<file path="config.mk">
export PLATFORM = sky130hd
export DESIGN_NAME = serial_twos_decoder
export DESIGN_NICKNAME = d
export VERILOG_FILES = /design/src/rtl/serial_twos_decoder.sv
export SDC_FILE = /design/constraint.sdc
export NUM_CORES = 1
export LEC_CHECK = 0
export BUFFER_PORTS_ARGS = -buffer_cell sky130_fd_sc_hd__buf_2
export CAP_MARGIN = 20
export CELL_PAD_IN_SITES_DETAIL_PLACEMENT = 0
export CELL_PAD_IN_SITES_GLOBAL_PLACEMENT = 1
export CORE_ASPECT_RATIO = 0.75
export CORE_MARGIN = 2
export CORE_UTILIZATION = 25
export CTS_CLUSTER_DIAMETER = 40
export DETAILED_ROUTE_END_ITERATION = 10
export GPL_TIMING_DRIVEN = 0
export PLACE_DENSITY_LB_ADDON = 0.1
export SYNTH_ARGS = -nofsm -noshare
export SYNTH_HDL_FRONTEND = slang
export SYNTH_SLANG_ARGS = --single-unit
</file>
<file path="constraint.sdc">
create_clock -name clk -period 1.64 [get_ports clk]
set_clock_uncertainty 0.1 [all_clocks]
set_input_delay 0.328 -clock clk [delete_from_list [all_inputs] [get_ports clk]]
set_output_delay 0.328 -clock clk [all_outputs]
set_load 0.005 [all_outputs]
</file>
<file path="src/rtl/serial_twos_decoder.sv">
// serial_twos_decoder: recovers words from an LSB-first serial two's-complement stream
module serial_twos_decoder #(
  parameter int WIDTH = 8
) (
  input  logic             clk,
  input  logic             reset,
  input  logic             in,
  input  logic             start,
  output logic [WIDTH-1:0] out_word,
  output logic [WIDTH-1:0] rx_word,
  output logic             valid,
  output logic             busy,
  output logic             abort
);
  localparam int CW = $clog2(WIDTH);
  localparam logic [CW-1:0] LAST = CW'(WIDTH - 1);
  typedef enum logic [1:0] {IDLE, COPY, INVERT} state_t;
  state_t           r_state;
  logic [CW-1:0]    r_cnt, w_pos;
  logic [WIDTH-1:0] r_dec, r_raw, w_dec, w_raw;
  logic             w_acc, w_seen, w_d, w_last;
  always_comb begin
    w_acc  = start || r_state != IDLE;
    w_seen = !start && r_state == INVERT;
    w_d    = in ^ w_seen;
    w_pos  = start ? '0 : r_cnt;
    w_last = w_acc && w_pos == LAST;
    w_dec  = r_dec;
    w_dec[w_pos] = w_d;
    w_raw  = r_raw;
    w_raw[w_pos] = in;
  end
  always_ff @(posedge clk) begin
    if (reset) begin
      r_state  <= IDLE;
      r_cnt    <= '0;
      r_dec    <= '0;
      r_raw    <= '0;
      out_word <= '0;
      rx_word  <= '0;
      valid    <= 1'b0;
      busy     <= 1'b0;
      abort    <= 1'b0;
    end else begin
      valid <= w_last;
      busy  <= w_acc && !w_last;
      abort <= start && r_state != IDLE;
      if (w_acc) begin
        r_dec   <= w_dec;
        r_raw   <= w_raw;
        r_cnt   <= w_last ? '0 : w_pos + 1'b1;
        r_state <= w_last ? IDLE : (in || w_seen) ? INVERT : COPY;
      end
      if (w_last) begin
        out_word <= w_dec;
        rx_word  <= w_raw;
      end
    end
  end
endmodule
</file>
==> reports/qor.txt <==
LAYOUT
------------------------------------------------------------------------------------------
Antenna diode instance count ................................................            0
Number of inserted filler cells in the final layout .........................          670
Design area .................................................................     1940 µm²
Synth-to-layout area growth .................................................        17.8%
Ratio of cells with drive above 1 in the final layout .......................        20.9%
Net count of the finished layout ............................................          207
Final Instance Count excl. Fillers ..........................................          282

CRITICAL PATH
------------------------------------------------------------------------------------------
Endpoint class of the critical path .........................................    flip-flop
Slowest-stage cell, CP ...................................................... sky130_fd_sc_hd__nor3_1
Combined buffer and inverter count along the critical path ..................            1
Data arrival, critical path .................................................      1.57 ns
Ordered cell list for the critical path ..................................... buf_4 -> nor3_1 -> or3_1 -> nand4_1
Launching element type of the critical path .................................    flip-flop
Data required time at the worst endpoint ....................................      1.71 ns
Slowest stage delay, CP .....................................................      0.44 ns
Critical-path maximum fanout ................................................           10
Critical path class ......................................................... flip-flop to flip-flop
Cell class contributing the biggest share of worst-path delay ............... simple AND/OR/NAND/NOR gates

TIMING
------------------------------------------------------------------------------------------
Highest clock frequency the design can meet .................................    0.664 GHz
Setup violation total in the final timing report ............................            0
Max transition margin .......................................................        60.0%
RSZ-0062 raised after global routing ........................................           no
Number of pins exceeding their max-slew limit in the final report ...........            0
Part of the cycle the worst path needs ......................................        91.9%
Worst hold-check slack ......................................................     0.277 ns
Final Hold Viols ............................................................            0
Post-route minimum period ...................................................      1.51 ns
Transition time at the pin with the least slew margin .......................     0.599 ns

DRT
------------------------------------------------------------------------------------------
Routed via count ............................................................         1347
Post-route ant nets .........................................................            0
Detail-routed via count per cell ............................................         4.78
DRC violation count after routing ...........................................            0
Average routed wire per standard cell .......................................      14.5 µm
First DRT Iteration DRCs ....................................................           47
1st-pass router iterations ..................................................            4
Final wirelength ............................................................      4090 µm

FLOORPLAN
------------------------------------------------------------------------------------------
Area of the die .............................................................     7240 µm²
Standard cell core area .....................................................     6320 µm²
Initial core utilization ....................................................        26.0%
Total I/O pin count .........................................................           23
Site row count ..............................................................           25
Die height ..................................................................      74.2 µm
Die Span X ..................................................................      97.6 µm

GLOBAL ROUTING
------------------------------------------------------------------------------------------
Antenna violations before repair ............................................            0
Global route overflow .......................................................            0
Number of global-route vias before repair ...................................         1277
GRT Resource Usage Total ....................................................        12.4%
First-pass GRT wire length ..................................................      6720 µm
Pin count of the biggest net entering global routing ........................           11

YOSYS
------------------------------------------------------------------------------------------
Mapped Cells ................................................................          174
Ranking of synthesized cells by instance count .............................. 38 x sky130_fd_sc_hd__dfxtp_1, 20 x sky130_fd_sc_hd__nand2b_1, 17 x sky130_fd_sc_hd__nand3_1
Dominant synthesized flop cell .............................................. sky130_fd_sc_hd__dfxtp_1
Count of flip-flops with a built-in enable after synthesis ..................            0
Synthesized flop and latch total ............................................           38
Synthesized area ............................................................     1640 µm²
Mean cell area of the mapped netlist ........................................     9.44 µm²
Fraction of post-synthesis cell area in the top cell type by area ...........        46.3%
Mapped Nets .................................................................          179
Sequential share of the synthesized area ....................................        46.3%
Dominant cell type by area after synthesis .................................. sky130_fd_sc_hd__dfxtp_1
Synth async-reset ratio .....................................................           0%
Most frequently used cell type in the post-synthesis netlist ................ sky130_fd_sc_hd__dfxtp_1
Main area contributors after synthesis ...................................... sky130_fd_sc_hd__dfxtp_1 46%, sky130_fd_sc_hd__mux2i_1 8.5%, sky130_fd_sc_hd__nand2b_1 7.6%, sky130_fd_sc_hd__nand3_1 5.2%, sky130_fd_sc_hd__a21oi_1 4.3%
Yosys warns .................................................................            0
Yosys cell types ............................................................           32

PLACED DESIGN
------------------------------------------------------------------------------------------
Number of placed instances with taps included ...............................          276
Post-DP Area ................................................................     1850 µm²
Placed wire-length estimate .................................................      3020 µm
Port buffer count ...........................................................           21
Last weighted congestion value of the routability-driven placer .............        0.718

FLOW RUN
------------------------------------------------------------------------------------------
Max Cap Violations ..........................................................            0

CLOCK NETWORK
------------------------------------------------------------------------------------------
Clock Root Buffer ........................................................... sky130_fd_sc_hd__clkbuf_8
Clock edge transition at the registers on the reported setup and hold paths .      0.07 ns
CTS tree ....................................................................        built
Number of clock buffers inserted by TritonCTS ...............................            5
CTS H-tree depth ............................................................            2
Number of buffers inserted for hold repair after clock tree synthesis .......            0
Clock sinks .................................................................           38
Clock latency on the worst-skew pair ........................................      0.29 ns
Maximum clock path buffer count .............................................            2

POWER AND IR DROP
------------------------------------------------------------------------------------------
Power density cells .........................................................   891 nW/µm²
Static leakage ..............................................................  0.000755 µW
IR drop worst, VDD ..........................................................     0.329 mV
Overall power of the completed layout .......................................      1730 µW

RUN STATUS
------------------------------------------------------------------------------------------
Run status ..................................................................    completed

HOLD PATH
------------------------------------------------------------------------------------------
Tightest Hold Check Type .................................................... input port to flip-flop

-- timing repair --
action,CTS,global route
endpoints found under the setup margin,0,18
hold endpoints to repair,0,0
gates resized for setup,0,5
buffers inserted,0,0
-- logic make-up after synthesis --
group | share of synthesized area, %
buffers and inverters | 4.49
DFF | 46.3
AOI/OAI and AO/OA | 10.7
and+or+nand+nor | 28.2
xor gates and xnor gates | 1.07
adders and majority gates | 0.761
muxes | 8.53
-- worst min-delay path: stages --
cell and delay [ns]:
sky130_fd_sc_hd__buf_2 0.12, sky130_fd_sc_hd__nand3b_1 0.08, sky130_fd_sc_hd__nand4_1 0.11
-- report_power, final --
group	internal, µW	switching [µW]
Sequential	938	10.9
Combinational	47.9	81.0
Clock	324	323
Total	1310	415
-- routing by layer --
metal	global-route usage (%)	up-vias	share of wire, %
met1	17.1	653	52
met4	5.56	0	1.8
met5	0	-	0
met3	3.48	6	3.6
li1	-	665	-
met2	18.2	23	42
-- cells in the final DEF, fill, tap and decap left out, drive strengths merged --
master | netlist | routed
nand4 | 2 | 2
or3 | 6 | 6
ha | 1 | 1
and2b | 1 | 1
a21oi | 14 | 14
nor4b | 3 | 3
nor4 | 2 | 2
o21ai | 15 | 15
o211ai | 2 | 2
nor2b | 2 | 2
o211a | 1 | 1
inv | 1 | 1
dfxtp | 38 | 38
nand2b | 21 | 21
nand3 | 17 | 17
nor3 | 3 | 3
xor2 | 1 | 1
nor3b | 3 | 3
nor2 | 6 | 6
xnor2 | 1 | 1
nand3b | 2 | 2
clkbuf | 7 | 14
buf | 7 | 27
mux2i | 14 | 14
nand2 | 3 | 3
or2 | 1 | 1
-- layout make-up --
cell class	instances	area [µm²]	share of cell area, %
flip-flops and latches	38	761	39.3
repair buffers	21	105	5.43
multi-input cells	121	808	41.8
inverters	1	3.75	0.194
well taps	81	101	5.24
clock buffers	6	82.6	4.27
plain buffers	14	73.8	3.81
-- worst paths after layout --
kind,slack (ns),end,depth (start not counted),startpoint
hold reg to reg,0.37,out_word[4],2,out_word[4]
setup / recovery,0.13,r_raw[0],4,r_cnt[0]
setup reg to reg,0.13,r_raw[0],4,r_cnt[0]
hold / removal,0.28,r_raw[0],3,in
-- flip-flops by register name, summed over array words and instances (netlist names) --
signal and flops:
abort 1, busy 1, out_word 8, r_cnt 3, r_dec 7, r_raw 7
r_state 2, rx_word 8, valid 1
-- metrics by stage --
step                TNS [ns]  utilization (%)  worst slack, ns
floorplan                  0                -            0.175
global placement       -1.99             29.3           -0.271
detailed placement     -1.77             29.3           -0.236
CTS                        0             30.6           0.0646
global route               0             30.6           0.0245
finish                     0             30.6            0.133
Note: power is estimated with default switching activity, not from simulation.
